--- src/rtl/mult_div_unit_if.sv ---
// Bus between the datapath controller and the multiply/divide unit.
//
// Handshake: the controller may raise Start (with Op, SrcA, SrcB) or
// WrHi/WrLo (with WrData) for one cycle whenever Busy is low. The unit
// samples them on the next rising edge and ignores them while Busy is
// high. Done pulses high for exactly one cycle when Hi/Lo hold the
// result. DivZero pulses together with Done for a zero divisor. A new
// Start may be presented in the Done cycle. State mirrors the unit's
// FSM for observation only.
interface mult_div_unit_if #(
  parameter int WIDTH = 32
);
  logic             Start;
  logic [1:0]       Op;
  logic [WIDTH-1:0] SrcA;
  logic [WIDTH-1:0] SrcB;
  logic             WrHi;
  logic             WrLo;
  logic [WIDTH-1:0] WrData;
  logic             Busy;
  logic             Done;
  logic             DivZero;
  logic [WIDTH-1:0] Hi;
  logic [WIDTH-1:0] Lo;
  logic [1:0]       State;

  modport master (
    output Start, Op, SrcA, SrcB, WrHi, WrLo, WrData,
    input  Busy, Done, DivZero, Hi, Lo, State
  );

  modport slave (
    input  Start, Op, SrcA, SrcB, WrHi, WrLo, WrData,
    output Busy, Done, DivZero, Hi, Lo, State
  );
endinterface

--- src/rtl/mult_div_unit.sv ---
// Multicycle MIPS multiply/divide unit. Shift-add multiply and restoring
// divide, one bit per clock, on operand magnitudes; signs are applied in a
// final fix-up cycle. Results land in the HI/LO registers.
module mult_div_unit #(
  parameter int WIDTH = 32
) (
  input  logic            Clk,
  input  logic            Reset,
  mult_div_unit_if.slave  bus
);

  localparam int CW = $clog2(WIDTH);

  typedef enum logic [1:0] {
    IDLE = 2'd0,
    CALC = 2'd1,
    FIX  = 2'd2
  } state_t;

  state_t             state;
  logic [CW-1:0]      cnt;
  logic               op_div;     // 1: divide, 0: multiply
  logic               neg_q;      // negate product / quotient
  logic               neg_r;      // negate remainder
  logic               div_zero;   // zero divisor seen at launch
  logic [WIDTH-1:0]   operand;    // multiplicand or divisor magnitude
  logic [2*WIDTH-1:0] acc;        // mult: {partial, multiplier}; div: {rem, quotient}

  logic               signed_op;
  logic [WIDTH-1:0]   a_abs;
  logic [WIDTH-1:0]   b_abs;
  logic [WIDTH:0]     mul_sum;
  logic [WIDTH:0]     div_shift;
  logic [WIDTH+1:0]   div_diff;
  logic [2*WIDTH-1:0] acc_next;
  logic [2*WIDTH-1:0] prod_fix;
  logic [WIDTH-1:0]   quo_fix;
  logic [WIDTH-1:0]   rem_fix;

  assign bus.State = state;

  // Operand magnitudes for launch; unsigned ops pass through unchanged.
  always_comb begin
    signed_op = ~bus.Op[0];
    a_abs     = (signed_op && bus.SrcA[WIDTH-1]) ? -bus.SrcA : bus.SrcA;
    b_abs     = (signed_op && bus.SrcB[WIDTH-1]) ? -bus.SrcB : bus.SrcB;
  end

  // One iteration of shift-add multiply or restoring divide.
  always_comb begin
    mul_sum   = {1'b0, acc[2*WIDTH-1:WIDTH]} + (acc[0] ? {1'b0, operand} : '0);
    div_shift = {acc[2*WIDTH-1:WIDTH], acc[WIDTH-1]};
    div_diff  = {1'b0, div_shift} - {2'b00, operand};
    acc_next  = acc;
    if (op_div) begin
      if (!div_diff[WIDTH+1]) begin
        acc_next = {div_diff[WIDTH-1:0], acc[WIDTH-2:0], 1'b1};
      end else begin
        acc_next = {div_shift[WIDTH-1:0], acc[WIDTH-2:0], 1'b0};
      end
    end else begin
      acc_next = {mul_sum, acc[WIDTH-1:1]};
    end
  end

  // Sign correction of the unsigned result.
  always_comb begin
    prod_fix = neg_q ? -acc : acc;
    quo_fix  = neg_q ? -acc[WIDTH-1:0] : acc[WIDTH-1:0];
    rem_fix  = neg_r ? -acc[2*WIDTH-1:WIDTH] : acc[2*WIDTH-1:WIDTH];
  end

  // Control FSM with registered Busy/Done/DivZero and the HI/LO registers.
  always_ff @(posedge Clk or posedge Reset) begin
    if (Reset) begin
      state       <= IDLE;
      cnt         <= '0;
      op_div      <= 1'b0;
      neg_q       <= 1'b0;
      neg_r       <= 1'b0;
      div_zero    <= 1'b0;
      operand     <= '0;
      acc         <= '0;
      bus.Busy    <= 1'b0;
      bus.Done    <= 1'b0;
      bus.DivZero <= 1'b0;
      bus.Hi      <= '0;
      bus.Lo      <= '0;
    end else begin
      bus.Done    <= 1'b0;
      bus.DivZero <= 1'b0;
      case (state)
        IDLE: begin
          if (bus.WrHi) bus.Hi <= bus.WrData;
          if (bus.WrLo) bus.Lo <= bus.WrData;
          if (bus.Start) begin
            op_div   <= bus.Op[1];
            neg_q    <= signed_op & (bus.SrcA[WIDTH-1] ^ bus.SrcB[WIDTH-1]);
            neg_r    <= signed_op & bus.SrcA[WIDTH-1];
            operand  <= bus.Op[1] ? b_abs : a_abs;
            acc      <= {{WIDTH{1'b0}}, (bus.Op[1] ? a_abs : b_abs)};
            cnt      <= '0;
            bus.Busy <= 1'b1;
            // A zero divisor skips the iterations entirely.
            if (bus.Op[1] && (bus.SrcB == '0)) begin
              div_zero <= 1'b1;
              state    <= FIX;
            end else begin
              div_zero <= 1'b0;
              state    <= CALC;
            end
          end
        end
        CALC: begin
          acc <= acc_next;
          cnt <= cnt + 1'b1;
          if (cnt == CW'(WIDTH - 1)) state <= FIX;
        end
        FIX: begin
          if (div_zero) begin
            bus.DivZero <= 1'b1;
          end else if (op_div) begin
            bus.Hi <= rem_fix;
            bus.Lo <= quo_fix;
          end else begin
            {bus.Hi, bus.Lo} <= prod_fix;
          end
          bus.Done <= 1'b1;
          bus.Busy <= 1'b0;
          div_zero <= 1'b0;
          state    <= IDLE;
        end
        default: state <= IDLE;
      endcase
    end
  end

endmodule

--- src/flat_wrapper.sv ---
// flat-port wrapper written by rule: the top's interface ports become plain ports
module mult_div_unit_flat 
#(
  parameter int WIDTH = 32
)
  (Clk, Reset, bus_Start, bus_Op, bus_SrcA, bus_SrcB, bus_WrHi, bus_WrLo, bus_WrData, bus_Busy, bus_Done, bus_DivZero, bus_Hi, bus_Lo, bus_State);
  mult_div_unit_if #(.WIDTH(WIDTH)) bus_i ();
  input  logic Clk;
  input  logic Reset;
  input wire logic [$bits(bus_i.Start)-1:0] bus_Start;
  input wire logic [$bits(bus_i.Op)-1:0] bus_Op;
  input wire logic [$bits(bus_i.SrcA)-1:0] bus_SrcA;
  input wire logic [$bits(bus_i.SrcB)-1:0] bus_SrcB;
  input wire logic [$bits(bus_i.WrHi)-1:0] bus_WrHi;
  input wire logic [$bits(bus_i.WrLo)-1:0] bus_WrLo;
  input wire logic [$bits(bus_i.WrData)-1:0] bus_WrData;
  output wire logic [$bits(bus_i.Busy)-1:0] bus_Busy;
  output wire logic [$bits(bus_i.Done)-1:0] bus_Done;
  output wire logic [$bits(bus_i.DivZero)-1:0] bus_DivZero;
  output wire logic [$bits(bus_i.Hi)-1:0] bus_Hi;
  output wire logic [$bits(bus_i.Lo)-1:0] bus_Lo;
  output wire logic [$bits(bus_i.State)-1:0] bus_State;
  assign bus_i.Start = bus_Start;
  assign bus_i.Op = bus_Op;
  assign bus_i.SrcA = bus_SrcA;
  assign bus_i.SrcB = bus_SrcB;
  assign bus_i.WrHi = bus_WrHi;
  assign bus_i.WrLo = bus_WrLo;
  assign bus_i.WrData = bus_WrData;
  assign bus_Busy = bus_i.Busy;
  assign bus_Done = bus_i.Done;
  assign bus_DivZero = bus_i.DivZero;
  assign bus_Hi = bus_i.Hi;
  assign bus_Lo = bus_i.Lo;
  assign bus_State = bus_i.State;
  mult_div_unit #(.WIDTH(WIDTH)) u_core (.Clk(Clk), .Reset(Reset), .bus(bus_i));
endmodule
--- config.mk ---
export PLATFORM = sky130hd
export DESIGN_NAME = mult_div_unit_flat
export DESIGN_NICKNAME = d
export VERILOG_FILES = /design/src/rtl/mult_div_unit_if.sv /design/src/rtl/mult_div_unit.sv /design/src/flat_wrapper.sv
export SDC_FILE = /design/constraint.sdc
export NUM_CORES = 1
export LEC_CHECK = 0
export CAP_MARGIN = 40
export CORE_MARGIN = 4
export CORE_UTILIZATION = 63
export CTS_CLUSTER_DIAMETER = 50
export DETAILED_ROUTE_END_ITERATION = 7
export GPL_TIMING_DRIVEN = 0
export PLACE_DENSITY = 0.88
export SLEW_MARGIN = 15
export SYNTH_ARGS = -nofsm -noshare
export SYNTH_HDL_FRONTEND = slang
export SYNTH_SLANG_ARGS = --single-unit
--- constraint.sdc ---
create_clock -name Clk -period 16.1 [get_ports Clk]
set_input_delay 4.83 -clock Clk [delete_from_list [all_inputs] [get_ports Clk]]
set_output_delay 4.83 -clock Clk [all_outputs]
set_load 0.02 [all_outputs]
==> metrics, run 1 <==
TritonCTS clock tree=yes; Worst-path clk slew=0.09 ns; pwr/cell area=246 nW/um^2; sequential share of the synthesized area=29.1%; kind of path behind the tightest hold check=register to register; Static Leak=7.59 nW; Routed WL=58.3 mm; yosys warns=0; # port buffers=170; final core occ=76.1%; 1st-iter DRT viols=2455; Residual DRC=4; commonest non-fill, non-tap cells in the layout=nand2_1 (233), nor2_1 (228), a21oi_1 (177); first-pass detailed-route iteration total=8; Final ANT Viol Nets=0; GR Layer Usage met3=between 10% and 20%; clk_skew=0.0242 ns; failing checks=DRC; vias in the first global route=15.7k; share of the synthesized area in the top cell type=29.1%; startpoint class of the critical path=input port; Design Area, Final=17800 sq um; Setup CP Type=input port to register; WL per Instance=23.5 um; die width=between 150 and 200 um; PnR Total Power=around 4.4 mW; Slew @ Worst Pin=0.959 ns; Most used DFF post-synth=dfrtp_1; top cells by area, synth=dfrtp_1 (29%), xnor2_1 (6.0%), a21oi_1 (6.0%), o21ai_0 (5.9%), ha_1 (5.9%); initial antenna violation count=0; final number of hold-violating endpoints=0; setup tns final=0 ns; commonest non-fill, non-tap cell in the layout=nand2_1; Clock Sinks=174; Max Slew Vio Count=0; GR peak layer=met2; Core Region=23400 sq um; I/O Pins=172; clk_lat worst skew=0.46 ns; global-route wire length before repair=89.2 mm; overall die height=162 um; Peak VDD IR=~180 uV; share of layout cells above drive strength 1=3.52%; clock buffer depth=2; dpl hpwl=roughly 45 mm; Final GP Congestion=1.04; area grow syn2layout=19.1%; die area=26300 sq um; Rel. slew slack=36.1%; postcts setup bufs=0; crit path DAT=8.46 ns; largest net degree at the start of global routing=93; RSZ-0062 raised after global routing=false; FP Rows=56; Post-CTS Resized=0; outcome=finished, violations left; met2 usage=64.9%; asr flop ratio synth=100%; initial core utilization=between 60 and 70%; synthesized area per cell=7.68 sq um; period utilization=between 50% and 60%; Critical Path Fanout Max=5; Cell variety after synth=77; final setup fails=0; FF+latch count, synth=~170; EDFF count, synth=0; Mapped Cells=roughly 2k; CTS Root Cell=clkbuf_16; Cell Area, Synth=15000 sq um; met1 Track Usage GR=a little under 60%; largest area contributor in the netlist=dfrtp_1; Max Cap Viol=0; GR Util All Layers=43.3%; Fmax=0.124 GHz; CTS Buf Count=17; Fill cells=1791; total grt overflow=0; syn nets=2123; Tmin final=8.08 ns; Via Count=16.8k; Post-layout nets=2320; DP Area=17200 sq um; Worst Path Required=16.48 ns; Vias/cell=6.79; H-tree levels=4; CP endpoint kind=register; Antenna Cells=0; CTS Hold Bufs=0
==> where the power goes <==
part	leakage [nW]	internal, mW	total, mW	switching (mW)
registers	2.15	0.654	0.938	0.284
clock network	0.319	0.224	0.466	0.242
logic	5.12	1.16	2.99	1.82
total	7.59	2.04	4.39	2.35
==> flip-flops by register name, summed over array words and instances (netlist names), 2 cells and up <==
| name | flops |
|---|---|
| u_core.acc | 64 |
| u_core.bus.Hi | 32 |
| u_core.bus.Lo | 32 |
| u_core.bus.State | 2 |
| u_core.cnt | 5 |
| u_core.operand | 32 |
==> routing by layer <==
metal | vias to the layer above | wire (um)
met5 | - | 0
met4 | 0 | 3880
met3 | 295 | 7920
met2 | 1382 | 24600
met1 | 7799 | 21900
li1 | 7351 | -
==> worst paths after layout <==
| kind | startpoint | endpoint | slack, ns | depth (start not counted) |
|---|---|---|---|---|
| max reg2reg | u_core.acc[31]$_DFFE_PP0P_ | u_core.acc[36]$_DFFE_PP0P_ | 11.29 | 15 |
| min | u_core.bus.Lo[16]$_DFFE_PP0P_ | u_core.bus.Lo[16]$_DFFE_PP0P_ | 0.49 | 2 |
| max in group asynchronous | Reset | u_core.operand[11]$_DFFE_PP0P_ | 10.39 | 3 |
| min reg2reg | u_core.bus.Lo[16]$_DFFE_PP0P_ | u_core.bus.Lo[16]$_DFFE_PP0P_ | 0.49 | 2 |
| min in group asynchronous | Reset | u_core.acc[8]$_DFFE_PP0P_ | 4.83 | 2 |
| max | bus_SrcB[2] | u_core.acc[28]$_DFFE_PP0P_ | 8.02 | 11 |
==> logic make-up (layout without fill, tap and decap cells) <==
| family | count (synthesis) | after routing | synth area share, % |
|---|---|---|---|
| AOI/OAI and AO/OA | 632 | 632 | 26.8 |
| DFF | 174 | 174 | 29.1 |
| adders and majority gates | 72 | 72 | 6.13 |
| xor gates and xnor gates | 163 | 163 | 9.55 |
| and+or+nand+nor | 664 | 664 | 20.0 |
| buffers and inverters | 192 | 402 | 4.92 |
| muxes | 51 | 51 | 3.46 |
==> Yosys cell counts, drive strengths merged (14+ instances only) <==
| master | instances |
|---|---|
| inv | 68 |
| ha | 70 |
| o21ai | 177 |
| dfrtp | 174 |
| nand2b | 20 |
| nor2 | 228 |
| nor3 | 35 |
| xnor2 | 103 |
| a211oi | 24 |
| and2 | 17 |
| a21oi | 178 |
| buf | 19 |
| a31oi | 22 |
| a21o | 40 |
| mux2i | 45 |
| clkbuf | 104 |
| nand2 | 233 |
| nand3 | 25 |
| nor2b | 16 |
| xor2 | 60 |
| o31ai | 47 |
| or3 | 14 |
==> worst max-delay path, stage by stage <==
cell and delay [ns]:
clkdlybuf4s50_1 0.49, nor4_1 0.66, nand3b_1 0.27, nor4_1 0.34, clkdlybuf4s15_2 0.31, nand2_1 0.16, o41ai_1 0.45, xnor2_1 0.22
nor2_1 0.08, a211oi_1 0.42, o22a_1 0.22
==> final cells by class <==
cell class	count	area, sq um	share of cell area (%)
buffer	123	477	2.68
sequential	174	4350	24.4
multi-input combinational	1582	9870	55.4
tap	319	399	2.24
clock buffer	17	425	2.39
inverter	69	267	1.50
timing repair buffer	178	1790	10.1
clock inverter	15	233	1.31
==> metrics by stage <==
step	std cells	setup slack [ns]	hold WS, ns
floorplan	1948	6.55	0.439
finish	2477	8.02	0.486
global placement	2437	4.34	0.458
global route	2477	7.84	0.506
CTS	2476	8.13	0.486
detailed placement	2444	7.69	0.467
No activity file was read; power rests on OpenSTA's default activity.
==> run 2, diff against run 1 <==
- CORE_UTILIZATION: 63 -> 53
- PLACE_DENSITY: 0.88 -> 0.79
- clock period: 16.1 -> 7.15 ns (I/O delays scaled with it)
==> run 2 against run 1 <==
Effect of this change:
- the flow now finishes without violations
- critical path depth fell by 1
- clock skew shrank 0.011 ns
- critical path type unchanged
- clock-buffer cell count unchanged
- via count shrank 4.3%
- sequential share of layout area is 0.055 points lower
- worst hold slack got worse by 0.0089 ns
==> metrics, run 2 (synthesis results as in run 1) <==
Peak VDD IR=roughly 350 uV; overall die height=176 um; CTS Buf Count=17; clk_lat worst skew=0.45 ns; DP Area=17200 sq um; Static Leak=7.57 nW; internal power=4.57 mW; I/O Pins=between 150 and 200; Max Slew Vio Count=0; Slew @ Worst Pin=0.924 ns; Worst setup endpoint=u_core.acc[28]$_DFFE_PP0P_; kind of path behind the tightest hold check=register to register; Fmax=roughly 0.17 GHz; Net Sw Power=5.11 mW; Hold Path Depth=2; Worst-path clk slew=approximately 0.080 ns; initial core utilization=53.8%; largest net degree at the start of global routing=108; Final ANT Viol Nets=0; WL per Instance=22.9 um; Seq pwr share=21.9%; reg2reg end=u_core.acc[59]$_DFFE_PP0P_; Fill cells=2487; pre-CTS setup slack=1.15 ns; # port buffers=170; clk_skew=0.0133 ns; Critical Path Fanout Max=5; Top reg by flops=u_core.acc; FP Rows=61; Rel. slew slack=37.7%; share of layout cells above drive strength 1=approximately 3.5%; period utilization=~80%; vias in the first global route=15.1k; pwr/cell area=542 nW/um^2; global-route wire length before repair=between 80 and 90 mm; Routed WL=58.1 mm; CP endpoint kind=register; RSZ-0062 raised after global routing=false; clock buffer depth=2; H-tree levels=4; final core occ=64.3%; crit path DAT=6.12 ns; area grow syn2layout=19.4%; reg2reg start=u_core.acc[31]$_DFFE_PP0P_; commonest non-fill, non-tap cells in the layout=nand2_1 (233), nor2_1 (228), a21oi_1 (177); final number of hold-violating endpoints=0; Hold WS=0.477 ns; Residual DRC=0; depth of the most critical reg-to-reg path=14; GR Util All Layers=36.8%; Critical path origin=bus_SrcB[2]; TritonCTS clock tree=yes; power share of the clock group=between 10% and 20%; PnR worst setup slack=1.40 ns; postcts setup bufs=0; Final GP Congestion=1.01; Clock Sinks=174; CTS Hold Bufs=0; Setup CP Type=input port to register; max reg flops=64; Antenna Cells=0; commonest non-fill, non-tap cell in the layout=nand2_1; outcome=complete, no violations; Tmin final=5.75 ns; die width=176 um; R2R setup slack=between 2 and 2.5 ns; switching part of the total power=52.8%; combinational share of power=67.7%; Core Region=approximately 28000 sq um; startpoint class of the critical path=input port; final setup fails=0; Max Cap Viol=0; total grt overflow=0; initial antenna violation count=1; die area=31000 sq um; Worst Path Required=7.53 ns; CTS Root Cell=clkbuf_16; setup tns final=0 ns; Post-layout nets=2319; Via Count=about 16k; first-pass detailed-route iteration total=7; Post-CTS Resized=0; dpl hpwl=about 46 mm; 1st-iter DRT viols=1828; Vias/cell=6.35; Design Area, Final=17900 sq um
-- run 2: cell types whose count changed in the layout (fill, tap and decap cells not counted) --
cell      change
inv_16        -3
buf_2         +1
clkbuf_2      -1
buf_6         +1
inv_12        -3
buf_8         -1
clkinv_8      +4
inv_6         +1
clkinv_4      +1
buf_1         -1
-- run 2: area by class of cell --
cell class                 count  area, sq um  share of cell area [%]
timing repair buffer         177         1790                    10.0
clock buffer                  17          425                    2.38
buffer                       123          477                    2.67
multi-input combinational   1582         9870                    55.3
inverter                      69          267                    1.49
clock inverter                15          206                    1.16
sequential                   174         4350                    24.4
tap                          378          473                    2.65
-- run 2: power groups by stage --
stage          Combinational (mW)  Sequential, mW  Clock, mW
2_1_floorplan                4.27            2.06          0
3_5_place_dp                 6.37            2.10          0
6_report                     6.56            2.12       1.01
3_3_place_gp                 6.24            2.08          0
5_1_grt                      7.14            2.16       1.04
4_1_cts                      6.41            2.08      0.996
-- run 2: routing by layer --
| layer | track usage, % | vias to the layer above | wire length [um] |
|---|---|---|---|
| met5 | 0 | - | 13 |
| met1 | 50.3 | 7569 | 24000 |
| met4 | 14.5 | 2 | 2560 |
| li1 | - | 7352 | - |
| met2 | 58.8 | 1027 | 25600 |
| met3 | 6.02 | 154 | 5890 |
-- run 2: per-stage QoR --
| step | std cells | power [mW] |
|---|---|---|
| 6_report | 2535 | 9.68 |
| 5_1_grt | 2535 | 10.3 |
| 4_1_cts | 2531 | 9.48 |
| 3_5_place_dp | 2499 | 8.46 |
| 3_3_place_gp | 2496 | 8.32 |
| 2_1_floorplan | 1948 | 6.33 |
-- run 2: worst min-delay path by stage --
stage | startpoint | endpoint
final | u_core.bus.Hi[22]$_DFFE_PP0P_ | u_core.bus.Hi[22]$_DFFE_PP0P_
after global routing | u_core.operand[11]$_DFFE_PP0P_ | u_core.operand[11]$_DFFE_PP0P_
after CTS | u_core.bus.Hi[22]$_DFFE_PP0P_ | u_core.bus.Hi[22]$_DFFE_PP0P_
after detailed placement | u_core.operand[25]$_DFFE_PP0P_ | u_core.operand[25]$_DFFE_PP0P_
after global placement | u_core.operand[25]$_DFFE_PP0P_ | u_core.operand[25]$_DFFE_PP0P_
after floorplan | u_core.operand[22]$_DFFE_PP0P_ | u_core.operand[22]$_DFFE_PP0P_
-- run 2: critical path, cell delays in order --
cell and delay, ns:
clkdlybuf4s50_1 0.50, nor4_1 0.58, nand3b_1 0.25, nor4_1 0.81
nand2_1 0.29, o41ai_1 0.45, xnor2_1 0.23, nor2_1 0.07
a211oi_1 0.52, o22a_1 0.26
